File: config.mk
export PLATFORM = sky130hd
export DESIGN_NAME = ir_wand_tx
export DESIGN_NICKNAME = d
export VERILOG_FILES = /design/src/rtl/ir_pkg.sv /design/src/rtl/ir_carrier_gen.sv /design/src/rtl/ir_wand_tx.sv
export SDC_FILE = /design/constraint.sdc
export NUM_CORES = 1
export LEC_CHECK = 0
export CAP_MARGIN = 20
export CORE_AREA = 3 3 106 108
export DETAILED_ROUTE_END_ITERATION = 10
export DIE_AREA = 0 0 109 111
export GPL_TIMING_DRIVEN = 0
export PLACE_DENSITY = 0.43
export SYNTH_ARGS = -nofsm -noshare
export SYNTH_HDL_FRONTEND = slang
export SYNTH_SLANG_ARGS = --single-unit
File: constraint.sdc
create_clock -name CLOCK_50 -period 5.2 [get_ports CLOCK_50]
set_input_delay 1.04 -clock CLOCK_50 [delete_from_list [all_inputs] [get_ports CLOCK_50]]
set_output_delay 1.04 -clock CLOCK_50 [all_outputs]
set_load 0.05 [all_outputs]
File: src/rtl/ir_pkg.sv
// ir_pkg: shared FSM states, frame timing constants and phase-length lookup for the IR wand transmitter.
package ir_pkg;
   typedef enum logic [2:0] {IDLE, HDR_MARK, HDR_SPACE, BIT_MARK, BIT_SPACE, STOP_MARK, GAP} state_t;
   localparam int unsigned HDR_MARK_U   = 16;
   localparam int unsigned HDR_SPACE_U  = 8;
   localparam int unsigned BIT_MARK_U   = 1;
   localparam int unsigned BIT0_SPACE_U = 1;
   localparam int unsigned BIT1_SPACE_U = 3;
   localparam int unsigned STOP_MARK_U  = 1;
   localparam int unsigned FRAME_W      = 16;
   localparam int unsigned FRAME_U      = HDR_MARK_U + HDR_SPACE_U + FRAME_W * BIT_MARK_U
                                          + (FRAME_W / 2) * (BIT0_SPACE_U + BIT1_SPACE_U) + STOP_MARK_U;

   function automatic int unsigned phase_units(input state_t s, input logic bit_val, input int unsigned gap_u);
      return s == HDR_MARK  ? HDR_MARK_U :
             s == HDR_SPACE ? HDR_SPACE_U :
             s == BIT_SPACE ? (bit_val ? BIT1_SPACE_U : BIT0_SPACE_U) :
             s == GAP       ? gap_u :
             s == STOP_MARK ? STOP_MARK_U : BIT_MARK_U;
   endfunction

   function automatic logic is_mark(input state_t s);
      return s == HDR_MARK || s == BIT_MARK || s == STOP_MARK;
   endfunction
endpackage

File: src/rtl/ir_carrier_gen.sv
// ir_carrier_gen: registered square-wave carrier that restarts high on every mark entry and is cut when en drops.
module ir_carrier_gen #(
   parameter int unsigned HALF_CARRIER = 658
) (
   input  logic CLOCK_50,
   input  logic reset,
   input  logic restart,
   input  logic en,
   output logic carrier
);
   localparam int unsigned CW = $clog2(HALF_CARRIER) + 1;

   logic [CW-1:0] cnt;
   logic          half_end;

   assign half_end = cnt == CW'(HALF_CARRIER - 1);

   always_ff @(posedge CLOCK_50 or posedge reset) begin
      if (reset) begin
         cnt     <= '0;
         carrier <= 1'b0;
      end else if (restart) begin
         cnt     <= '0;
         carrier <= 1'b1;
      end else if (en) begin
         cnt     <= half_end ? '0 : cnt + 1'b1;
         carrier <= half_end ? ~carrier : carrier;
      end else begin
         cnt     <= '0;
         carrier <= 1'b0;
      end
   end
endmodule

File: src/rtl/ir_wand_tx.sv
// ir_wand_tx: serialises an 8-bit spell code into a pulse-distance IR frame on a carrier.
module ir_wand_tx
   import ir_pkg::*;
#(
   parameter int unsigned UNIT_CYC     = 28125,
   parameter int unsigned HALF_CARRIER = 658,
   parameter int unsigned GAP_U        = 40
) (
   input  logic       CLOCK_50,
   input  logic       reset,
   input  logic       start,
   input  logic [7:0] spell_id,
   output logic       ready,
   output logic       busy,
   output logic       done,
   output logic       ir_out
);
   localparam int unsigned CW = $clog2(UNIT_CYC + 1);
   localparam int unsigned UW = $clog2((GAP_U > HDR_MARK_U ? GAP_U : HDR_MARK_U) + 1);

   state_t             state;
   logic [CW-1:0]      cyc_cnt;
   logic [UW-1:0]      unit_cnt;
   logic [FRAME_W-1:0] sr;
   logic [3:0]         idx;
   logic               unit_end, phase_end, accept, restart, en;

   assign unit_end  = cyc_cnt == CW'(UNIT_CYC - 1);
   assign phase_end = unit_end && unit_cnt == UW'(phase_units(state, sr[0], GAP_U) - 1);
   assign accept    = state == IDLE && start;
   // Every space that ends leads into a mark (HDR_SPACE->BIT_MARK, BIT_SPACE->BIT/STOP_MARK).
   assign restart   = accept || (phase_end && (state == HDR_SPACE || state == BIT_SPACE));
   assign en        = is_mark(state) && !phase_end;
   assign ready     = ~busy;

   ir_carrier_gen #(.HALF_CARRIER(HALF_CARRIER)) u_carrier (
      .CLOCK_50 (CLOCK_50),
      .reset    (reset),
      .restart  (restart),
      .en       (en),
      .carrier  (ir_out)
   );

   always_ff @(posedge CLOCK_50 or posedge reset) begin
      if (reset) begin
         state    <= IDLE;
         cyc_cnt  <= '0;
         unit_cnt <= '0;
         sr       <= '0;
         idx      <= '0;
         busy     <= 1'b0;
         done     <= 1'b0;
      end else begin
         done <= 1'b0;
         if (state == IDLE) begin
            cyc_cnt  <= '0;
            unit_cnt <= '0;
            if (start) begin
               sr    <= {~spell_id, spell_id};
               idx   <= '0;
               busy  <= 1'b1;
               state <= HDR_MARK;
            end
         end else if (phase_end) begin
            cyc_cnt  <= '0;
            unit_cnt <= '0;
            case (state)
               HDR_MARK:  state <= HDR_SPACE;
               HDR_SPACE: state <= BIT_MARK;
               BIT_MARK:  state <= BIT_SPACE;
               BIT_SPACE: begin
                  sr    <= sr >> 1;
                  idx   <= idx + 1'b1;
                  state <= idx == 4'(FRAME_W - 1) ? STOP_MARK : BIT_MARK;
               end
               STOP_MARK: begin
                  done  <= 1'b1;
                  state <= GAP;
               end
               GAP: begin
                  busy  <= 1'b0;
                  state <= IDLE;
               end
               default:   state <= IDLE;
            endcase
         end else begin
            cyc_cnt  <= unit_end ? '0 : cyc_cnt + 1'b1;
            unit_cnt <= unit_end ? unit_cnt + 1'b1 : unit_cnt;
         end
      end
   end
endmodule

# Yosys cells after proc, flatten, opt, wreduce, memory -nomap -nowiden
# Index checks and enable logic that the tools add are counted.
# Widths: inputs -> output; s select.
[totals]
output_inout_bits = 4
ff_bits = 58
[op_classes]
bitwise_logic = 3
n_reduce_logical = 17
eq_ne = 12
muxes = 37
n_addsub = 5
[ops]
columns = ["operator", "count"]
rows = [
  ["$mux 16", 4],
  ["$mux 15", 3],
  ["$mux 6", 7],
  ["$mux 11", 3],
  ["$mux 4", 4],
  ["$add 15x1->15 const B", 1],
  ["$eq 15x15->1 const B", 1],
  ["$pmux 3 s5", 1],
  ["$mux 3", 4],
  ["$add 11x1->11 const B", 1],
  ["$eq 11x10->1 const B", 1],
  ["$mux 1", 10],
  ["$eq 3x3->1 const B", 3],
  ["$not 8->8", 1],
  ["$add 6x1->6 const B", 1],
  ["$eq 3x2->1 const B", 2],
  ["$eq 6x6->1", 1],
  ["$reduce_and 3->1", 2],
  ["$reduce_bool 2->1", 3],
  ["$sub 6x1->6 const B", 1],
  ["$add 4x1->4 const B", 1],
  ["$eq 4x4->1 const B", 1],
  ["$logic_and 1x1->1", 4],
  ["$logic_or 1x1->1", 4],
  ["9 further kinds", 10],
]

# Longest topological paths before layout
[depth]
ltp_word = 12
ltp_mapped = 14
depth_no_buf = 11

# By module
# A second synthesis with hierarchy kept.
[unflattened]
hier_cells = 332
hier_area_um2 = 3221.8
[by_module_without_submodules]
columns = ["module", "n_inst", "area_per_inst_um2", "cells_per_inst"]
rows = [
  ["ir_wand_tx", 1, 2590.0, 269],
  ["ir_carrier_gen", 1, 631.9, 63],
]

# Worst setup path after synthesis
# Ideal clock, no wire load.
[synth_path]
path_kind = "register to register"
start = "reg state[1]"
end = "reg idx[2]"
required_ps = 5074
setup_ps = 126
t_arrival_ps = 2716
period_less_slack_ps = 2842
path_stages_with_launch = 13
path_buffers = 1
slack_ps = 2358
cell_sequence = "dfrtp_1 buf_2 nor2_1 and2_1 nand2_1 ha_1 ha_1 xnor2_1 a311oi_4 o211ai_1 nor3_4 nand2_1 a311o_1"
[synth_via]
elab_chain_cells = 10
[synth_rtl]
columns = ["item", "line_no", "source"]
rows = [
  ["start, declared", "ir_wand_tx.sv:21", "state_t state;"],
  ["start signal, assigned", "ir_wand_tx.sv:74", "state <= idx == 4'(FRAME_W - 1) ? STOP_MARK : BIT_MARK;"],
  ["$eq 3x3->1", "ir_pkg.sv:18", "s == GAP ? gap_u :"],
  ["$mux 6", "ir_pkg.sv:18", ""],
  ["$mux 6", "ir_pkg.sv:17", "s == BIT_SPACE ? (bit_val ? BIT1_SPACE_U : BIT0_SPACE_U) :"],
  ["$mux 6", "ir_pkg.sv:16", "s == HDR_SPACE ? HDR_SPACE_U :"],
  ["$mux 6", "ir_pkg.sv:15", "return s == HDR_MARK ? HDR_MARK_U :"],
  ["$sub 6x1->6", "ir_wand_tx.sv:29", "assign phase_end = unit_end && unit_cnt == UW'(phase_units(state, sr[0], GAP_U) - 1);"],
  ["$eq 6x6->1", "ir_wand_tx.sv:29", ""],
  ["$logic_and 1x1->1", "ir_wand_tx.sv:29", ""],
  ["$reduce_bool 2->1 (no source line)", "--", ""],
  ["$reduce_and 3->1 (no source line)", "--", ""],
  ["end signal, assigned", "ir_wand_tx.sv:73", "idx <= idx + 1'b1;"],
  ["end, declared", "ir_wand_tx.sv:25", "logic [3:0] idx;"],
]
# Several ways; a longest one is shown, not always the timed one.
# A chain may end at the register's enable or synchronous reset.

# Worst setup path after layout
# Ends and elaborated chain as after synthesis.

==> flow_metrics.py <==
metrics = {
    "die": {
        "core_area_mm2": 0.0103,
        "rows": 37,
        "die_height_um": 111,
        "dieArea_mm2": 0.0121,
        "initial_utilization_pct": 29.9,
        "io_pins": 15,
        "die_w_um": 109,
    },
    "clocking": {
        "cts_buffer_depth": 2,
        "ctsHoldBuffers": 0,
        "cts-buffers-inserted": 9,
        "clockRootBuffer": "clkbuf_8",
        "cts_tree": "built",
        "clk_latency_ps": 330,
        "cts_max_level": 3,
        "post_cts_buffers": 0,
        "cts_sinks": 58,
        "ctsResizeCount": 0,
        "clk_pin_slew_ps": 70,
    },
    "timing": {
        "rsz0062_at_grt": "false",
        "drv_slew": 0,
        "setup_violations": 0,
        "max_slew_margin_pct": 57.2,
        "clock_skew_ps": 8.45,
        "worstMarginPinSlew_ps": 639,
        "min_period_ps": 3220,
        "fmax_mhz": 311,
        "setup-tns-final_ps": 0,
        "finalCritPeriodShare_pct": 61.9,
        "hold_viol": 0,
    },
    "power": {
        "comb_power_share_pct": 2.2,
        "p_seq_share_pct": 48.0,
        "vdd.ir_drop.worst_uv": 138,
        "clkPwrFrac_pct": 49.8,
        "switching_share_pct": 21.1,
        "p_leak_nw": 1.54,
        "p_sw_uw": 198,
        "power-per-cell-area_mw_per_mm2": 258,
        "internal_power_uw": 741,
    },
    "layout": {
        "synthToLayoutAreaGrowth_pct": 17.8,
        "multiInputGateArea_mm2": 0.00153,
        "antenna_cells": 0,
        "final_common_cell": "dfrtp_1",
        "regArea_mm2": 0.00145,
        "nNetsFinal": 352,
        "layout_common_cells": "dfrtp_1, nor2_1, nand2_1",
        "final_layout_size_suffix_gt1_share_pct": 10.4,
        "stdcell_area_mm2": 0.00363,
        "num-fill-cells": 1069,
    },
    "min_path": {
        "hold_end": "sr[2]",
        "timing.hold.worst.start": "sr[2]",
        "hold_depth": 1,
        "hp-class": "reg -> reg",
    },
    "setup_path": {
        "cp_data_required_time_ps": 5420,
        "r2r_start": "state[1]",
        "rrSetupSlack_ps": 1980,
        "crit_fanout": 10,
        "critPathKind": "reg -> reg",
        "r2r_cells": 12,
        "worstReg2RegEnd": "idx[2]",
        "worstPathArrival_ps": 3440,
        "endpoint_kind": "flop",
        "start_kind": "flop",
    },
    "detailed_routing": {
        "vias_per_cell": 4.80,
        "vias": 2276,
        "route.detailed.drc": 0,
        "firstDrtPassIters": 4,
        "ant_nets": 0,
        "drtIter0Drc": 75,
        "wire_per_inst_um": 14.0,
        "routed_wl_um": 6640,
    },
    "placement": {
        "place_congestion": 0.712,
        "place_area_mm2": 0.00342,
        "io_buffers": 14,
        "dp_hpwl_um": 4650,
    },
    "logic_synthesis": {
        "synth_cell_type_count": 54,
        "syn_area_mm2": 0.00309,
        "synthFlopType": "dfrtp_1",
        "yosys_register_bits": 58,
        "synth-seq-area-share_pct": 47.0,
        "synth_edf_count": 0,
        "synthCells": 307,
        "avgSynthCellArea_um2": 10.1,
        "yosys_warnings": 0,
        "async_flop_share_pct": 100,
        "syn-num-nets": 326,
    },
    "status": {
        "status": "complete, no violations",
    },
    "global_routing": {
        "antenna_found_initial": 0,
        "grt_pass1_vias": 2362,
        "grt_max_degree": 38,
        "grt-ovfl-total": 0,
        "grt_pass1_wl_um": 11500,
        "grt_usage_pct": 12.1,
    },
    "run": {
        "drv_cap": 0,
    },
}
==> worst max-delay path by stage <==
stage	endpoint	cells after the start	slack, ps	startpoint
6_report	idx[2]	12	1980	state[1]
5_1_grt	u_carrier.carrier	12	1740	state[1]
4_1_cts	u_carrier.carrier	12	1950	state[1]
3_5_place_dp	idx[2]	12	1970	state[1]
3_3_place_gp	sr[11]	2	1480	reset
2_1_floorplan	idx[2]	12	2360	state[1]
==> power groups by stage <==
stage	clock network (mW)	logic, mW	registers, mW
2_1_floorplan	0	0.00744	0.460
3_3_place_gp	0	0.0202	0.460
3_5_place_dp	0	0.0220	0.460
4_1_cts	0.487	0.0221	0.451
5_1_grt	0.507	0.0239	0.451
6_report	0.468	0.0209	0.451
==> state kept, by name, indices dropped and copies added, names as in the netlist <==
signal             cells
busy                   1
cyc_cnt               15
done                   1
idx                    4
sr                    16
state                  3
u_carrier.carrier      1
u_carrier.cnt         11
unit_cnt               6
==> worst max-delay path, cell delays in order, from the launching register on <==
cell and delay [ps]:
dfrtp_1 400, buf_2 190, nor2_1 270, and2_1 260, nand2_1 80, ha_1 210, ha_1 290, xnor2_1 160
a311oi_4 260, o211ai_1 200, nor3_4 350, nand2_1 100, a311o_1 350
==> cell usage after synthesis (all sizes together) (2+ instances only) <==
library cell | n | share of area (%)
dfrtp | 58 | 47
nor2 | 37 | 4.5
nand2 | 31 | 3.9
nand3 | 24 | 3.9
xnor2 | 14 | 4.0
xor2 | 13 | 3.7
a21oi | 10 | 1.6
o21ai | 10 | 1.6
ha | 8 | 3.2
inv | 8 | 0.97
o21a | 8 | 1.9
buf | 7 | 1.6
nor3 | 7 | 1.5
o221a | 7 | 2.6
o22a | 7 | 2.0
clkbuf | 6 | 0.73
nand4 | 5 | 1.5
and2 | 4 | 0.81
and3 | 4 | 0.81
o311ai | 3 | 0.85
or3b | 3 | 0.93
mux2i | 2 | 0.65
nand2b | 2 | 0.41
nand4b | 2 | 0.57
nor3b | 2 | 0.49
o211a | 2 | 0.89
o211ai | 2 | 0.49
o221ai | 2 | 0.57
o31ai | 2 | 0.49
==> metrics by stage <==
| step | total power [mW] | instances | util (%) | hold WS (ps) | setup slack [ps] |
|---|---|---|---|---|---|
| after floorplan | 0.467 | 307 | - | 464 | 2360 |
| after global placement | 0.480 | 457 | 32.9 | 476 | 1480 |
| after detailed placement | 0.482 | 458 | 33.1 | 482 | 1970 |
| after CTS | 0.959 | 474 | 35.2 | 499 | 1950 |
| after global routing | 0.981 | 474 | 35.2 | 525 | 1740 |
| final | 0.940 | 474 | 35.2 | 496 | 1980 |
==> logic make-up after synthesis <==
logic type	count (synthesis)	share of synthesized area (%)
flip-flops	58	47.0
multiplexers	3	1.01
adder cells (fa/ha/maj)	8	3.24
XOR/XNOR	27	7.66
AO/OA/AOI/OAI	59	15.2
buffers and inverters	21	3.33
AND/OR/NAND/NOR	131	22.5
==> per-layer routing <==
layer	up-vias	global-route usage [%]	wire length [um]
met5	-	0	0
met4	0	3.54	51
met3	4	3.96	197
met2	21	17.7	2910
met1	1103	16.8	3480
li1	1148	-	-
==> layout make-up <==
cell class                 count  area share [%]
multi-input combinational    228            42.1
sequential                    58            39.9
tap                          136            4.68
timing repair buffer          15            4.41
clock buffer                  11            3.89
clock inverter                 5            2.13
buffer                        13            2.00
inverter                       8           0.826
(Power assumes the default switching activity.)
==> edit 1, RTL diff (same flow settings) <==
The parameter `GAP_U` goes from 40 to 80.
--- a/src/rtl/ir_wand_tx.sv
+++ b/src/rtl/ir_wand_tx.sv
@@ -5,5 +5,5 @@
    parameter int unsigned UNIT_CYC     = 28125,
    parameter int unsigned HALF_CARRIER = 658,
-   parameter int unsigned GAP_U        = 40
+   parameter int unsigned GAP_U        = 80
 ) (
    input  logic       CLOCK_50,
Check against the original RTL: same outputs for any inputs over 10 cycles, from zero or initial values and one cycle with reset high; that may be too few to reach the edited logic, so the function may still have changed.
==> edit 1 against the original RTL <==
Final cell count is 4.6% higher. Sequential cell count rose by 1. Highest routed layer unchanged. Critical endpoint is now u_carrier.cnt[5]$_DFF_PP0_. Area after synthesis grew 1.1%. Setup slack worse by 0.26 ns. Wire length grew 4.4%. Fmax fell by 7.6%. Total power is 1.2% lower. Final area increased by 0.89%.
==> edit 1: results (changes against the original RTL) <==
status completed; CTS root buf clkbuf_8; routed len/inst 13.97 um (-0.28%); register area share after synthesis 47.33% (+0.29 points); layout cells sized above 1 10.83% (+0.48 points); HP Start sr[7]$_DFFE_PP0P_; leak pwr 1.549 nW (+0.30%); H-tree depth 3 (unchanged); GP Congestion 0.7343 (+3.2%); Post-Synth Adder-Cell Area 3.209% (-0.035 points); XOR/XNOR Fraction of Synth Area 7.862% (+0.20 points); worst slew pin tran 0.6525 ns (+0.01347 ns); Num CTS Buffers 9 (unchanged); Max FO, Critical Path 10 (unchanged); initial antenna violation count 0 (unchanged); Commonest cells post-synth dfrtp_1, nor2_1, nand3_1; n_diodes 0 (unchanged); Net Count, Synth 347 (+6.4%); post-synthesis mux area share 0.6418% (-0.37 points); first-pass GRT wire length 12180 um (+5.7%); asr flop ratio synth 100.0% (unchanged); Largest regs sr x16, cyc_cnt x15, u_carrier.cnt x11; gr usage total 12.61% (+0.55 points); RR Startpoint state[2]$_DFFE_PP0P_; Max stage delay on crit path 0.46 ns (+0.06 ns); crit-path leading delay family simple AND/OR/NAND/NOR gates; largest net degree at the start of global routing 33 (-13%); PortBufs 14 (unchanged); switching share of power 21.75% (+0.65 points); HP Class reg2reg; CTS resizes 0 (unchanged); Skew-Pair Late Insertion Delay roughly 0.34 ns; Yosys cell types 50 (-7.4%); Reg clk slew, reported paths 0.07 ns (about the same); VDD IR-drop max 0.1491 mV (+8.3%); detailed placer's ending HPWL 4789 um (+2.9%); type of origin of the critical path register; post-CTS setup buffer count 0 (unchanged); post-synthesis compound-gate area fraction 13.92% (-1.3 points); Worst path slowest cell nor3_1; Max Root-Sink Buffers 2 (unchanged); largest cells by area after synthesis dfrtp_1, nor2_1, xnor2_1; final net count 374 (+6.3%); DRT iter0 DRCs 104 (+39%); Clock Skews 0.008032 ns (-0.0004146 ns); vias in the first global route 2457 (+4.0%); Synth Warn # 0 (unchanged); Worst EP arrival 3.70 ns (+0.26 ns); total iterations of the first detailed-routing run 4 (unchanged); vias per inst 4.911 (+2.3%)
## edit 1: cell types whose count changed after synthesis, sizes merged, moves of 5 or more
cell,unedited run,this run
o21a,8,1
o22a,7,1
o22ai,0,11
nand2,31,23
nor2,37,47
nor4,1,6
## edit 1: kinds of logic after synthesis
logic type                 after synthesis
and+or+nand+nor                        144
AOI/OAI and AO/OA                       60
DFF                                     59
xor gates and xnor gates                28
buffers and inverters                   27
adders and majority gates                8
muxes                                    2
## edit 1: cell type report
cell class                 instances  area (um2)
multi-input combinational        242        1528
clock inverter                     4       47.55
clock buffer                      12       165.2
tap                              136       170.2
sequential                        59        1476
inverter                          10       37.54
buffer                            17       77.57
fill                            1069        6656
timing repair buffer              16       165.2
## edit 1: final timing paths
kind / end / slack [ns] / cells past startpoint
min: sr[7]$_DFFE_PP0P_ / 0.50 / 1
max reg2reg: u_carrier.cnt[5]$_DFF_PP0_ / 1.72 / 12
min reg2reg: sr[7]$_DFFE_PP0P_ / 0.50 / 1
min in group asynchronous: sr[3]$_DFFE_PP0P_ / 1.10 / 2
max in group asynchronous: u_carrier.cnt[5]$_DFF_PP0_ / 3.48 / 3
max: u_carrier.cnt[5]$_DFF_PP0_ / 1.72 / 12
## edit 1: per-layer routing
layer,up-vias,GRT usage (%),share of wire (%)
li1,1224,-,-
met1,1181,17.66,51
met2,21,18.63,45
met3,10,3.553,2.6
met4,0,4.040,1.4
met5,-,0,0
## edit 1: power by group through the flow
stage	clock network, mW	registers [mW]	logic [mW]
global route	0.484	0.458	0.0236
floorplan	0	0.468	0.00714
global placement	0	0.468	0.0199
CTS	0.466	0.459	0.0219
finish	0.449	0.459	0.0208
detailed placement	0	0.467	0.0217
## edit 1: metrics by stage
stage | util [%] | worst slack [ns] | instances | power (mW) | cell area [um2]
2_1_floorplan | - | 2.351 | 328 | 0.4747 | 3119
3_3_place_gp | 33.22 | 1.400 | 478 | 0.4874 | 3430
3_5_place_dp | 33.46 | 1.713 | 480 | 0.4892 | 3455
4_1_cts | 35.52 | 1.658 | 496 | 0.9466 | 3667
5_1_grt | 35.52 | 1.260 | 496 | 0.9660 | 3667
6_report | 35.52 | 1.716 | 496 | 0.9282 | 3667
==> edit 2, RTL diff (config.mk and constraints unchanged) <==
Made on the original files. Encoding of `state_t`: now one-hot (7 bits for 7 states).
--- a/src/rtl/ir_pkg.sv
+++ b/src/rtl/ir_pkg.sv
@@ -1,5 +1,5 @@
 // ir_pkg: shared FSM states, frame timing constants and phase-length lookup for the IR wand transmitter.
 package ir_pkg;
-   typedef enum logic [2:0] {IDLE, HDR_MARK, HDR_SPACE, BIT_MARK, BIT_SPACE, STOP_MARK, GAP} state_t;
+   typedef enum logic [6:0] {IDLE = 7'b0000001, HDR_MARK = 7'b0000010, HDR_SPACE = 7'b0000100, BIT_MARK = 7'b0001000, BIT_SPACE = 7'b0010000, STOP_MARK = 7'b0100000, GAP = 7'b1000000} state_t;
    localparam int unsigned HDR_MARK_U   = 16;
    localparam int unsigned HDR_SPACE_U  = 8;
Formal check against the unedited RTL: same outputs for any inputs over 10 cycles, from zero or initial values and one cycle with reset high; not proved beyond that.
==> edit 2 against the original RTL <==
Setup slack lost 0.74 ns. Non-clock buffer count grew 5. Sequential share of layout area grew 0.34 points. Sequential cell count grew 4. First-iteration DRC count shrank 27%. Wire length grew 9.6%. Worst hold slack is essentially flat. Total power grew 4.1%. Final area grew 6.1%. Area after synthesis grew 7.6%. Fmax shrank 19%.
==> edit 2: results (changes against the original RTL) <==
Num CTS Buffers 9 (unchanged); Yosys cell types 53 (-1.9%); Place WS 1.234 ns (-0.7362 ns); status completed; Max FO, Critical Path 10 (unchanged); Net Count, Synth 367 (+13%); worst rel slew slack 42.49% (-15 points); first-pass GRT wire length 12530 um (+8.8%); largest cells by area after synthesis dfrtp_1, nor2_1, xor2_1; Max Root-Sink Buffers 2 (unchanged); Synth Warn # 0 (unchanged); asr flop ratio synth 100.0% (unchanged); vias in the first global route 2493 (+5.5%); Worst EP arrival 4.17 ns (+0.73 ns); initial antenna violation count 0 (unchanged); gr usage total 12.99% (+0.92 points); post-CTS setup buffer count 0 (unchanged); detailed placer's ending HPWL 5032 um (+8.2%); Met3 Wirelength 168 um (-15%); Worst path slowest cell nor3_1; n_diodes 0 (unchanged); layout cells sized above 1 10.58% (+0.23 points); PortBufs 14 (unchanged); Commonest cells post-synth dfrtp_1, nor2_1, nand2_1; DRT iter0 DRCs 55 (-27%); WL met2 3234 um (+11%); Highest Signal Layer met4; routed len/inst 14.15 um (+1.1%); CTS resizes 0 (unchanged); CTS root buf clkbuf_8; H-tree depth 3 (unchanged); GP Congestion 0.7682 (+8.0%); vias per inst 4.959 (+3.3%); leak pwr 1.683 nW (+9.0%); NetSw 208.0 uW (+4.9%); Max stage delay on crit path 0.68 ns (+0.28 ns); Min-Delay Path Depth 1 (unchanged); VDD IR-drop max 0.1327 mV (-3.7%); largest net degree at the start of global routing 63 (+66%); total iterations of the first detailed-routing run 4 (unchanged); Largest regs sr x16, cyc_cnt x15, u_carrier.cnt x11; Skew-Pair Late Insertion Delay roughly 0.34 ns; Reg clk slew, reported paths 0.07 ns (about the same); HP Class reg2reg; Metal-1 WL 3716 um (+6.9%); Clock Skews 0.01262 ns (+0.004171 ns); filler cell count 1049 (-1.9%); top_reg_cell synth dfrtp_1; register area share after synthesis 46.76% (-0.28 points); worst r2r path cells 14 (+2); final net count 392 (+11%)
[edit 2: cell count changes in the layout (fill, tap and decap cells not counted), sizes merged, moves of 4 or more]
cell | before | now
xor2 | 13 | 17
a21o | 1 | 6
nand4 | 5 | 10
nor2 | 37 | 45
nand2 | 31 | 39
[edit 2: path summary, 6_finish.rpt]
check | startpoint | end | slack (ns)
setup / recovery | state[1]$_DFFE_PP0P_ | u_carrier.cnt[8]$_DFF_PP0_ | 1.24
hold / removal | sr[3]$_DFFE_PP0P_ | sr[3]$_DFFE_PP0P_ | 0.50
setup reg to reg | state[1]$_DFFE_PP0P_ | u_carrier.cnt[8]$_DFF_PP0_ | 1.24
hold reg to reg | sr[3]$_DFFE_PP0P_ | sr[3]$_DFFE_PP0P_ | 0.50
max in group asynchronous | reset | sr[1]$_DFFE_PP0P_ | 3.49
min in group asynchronous | reset | u_carrier.cnt[7]$_DFF_PP0_ | 1.20
[edit 2: power by group through the flow]
stage | registers (mW) | clock network [mW] | logic (mW)
floorplan | 0.491 | 0 | 0.00711
global placement | 0.491 | 0 | 0.0198
detailed placement | 0.491 | 0 | 0.0200
CTS | 0.482 | 0.494 | 0.0199
global route | 0.482 | 0.518 | 0.0214
finish | 0.482 | 0.477 | 0.0186
[edit 2: metal layers]
layer	GRT usage, %	up-vias
li1	-	1284
met1	17.96	1230
met2	19.33	21
met3	3.087	14
met4	5.303	0
met5	0	-
[edit 2: worst max-delay path, delay by kind of cell (launching register included)]
kind            cells  cell delay (ns)
simple gates        7             1.83
buf+inv             3             0.73
compound gates      1             0.29
xor+xnor            1             0.20
flops               1             0.37
fa+ha+maj           2             0.43
[edit 2: final cells by class]
cell class / instances / area [um2] / share of cell area [%]
Buffer: 19 / 92.59 / 2.401
Clock buffer: 10 / 137.6 / 3.569
Tap cell: 136 / 170.2 / 4.413
Clock inverter: 6 / 85.08 / 2.206
Sequential cell: 62 / 1553 / 40.27
Multi-Input combinational cell: 259 / 1645 / 42.67
Timing Repair Buffer: 14 / 140.1 / 3.634
Inverter: 8 / 32.53 / 0.8436
[edit 2: through the flow]
| step | cells | cell area (um2) |
|---|---|---|
| 6_report | 514 | 3856 |
| 5_1_grt | 514 | 3856 |
| 4_1_cts | 514 | 3856 |
| 3_5_place_dp | 498 | 3633 |
| 3_3_place_gp | 498 | 3631 |
| 2_1_floorplan | 348 | 3321 |
[edit 2: logic make-up (layout without fill, tap and decap cells)]
group / count (synthesis) / after routing / share of synthesized area [%]
adder cells (fa/ha/maj): 8 / 8 / 3.014
XOR/XNOR: 31 / 31 / 8.176
AO/OA/AOI/OAI: 58 / 58 / 13.41
AND/OR/NAND/NOR: 162 / 162 / 24.94
buffers and inverters: 27 / 57 / 3.692
flip-flops: 62 / 62 / 46.76
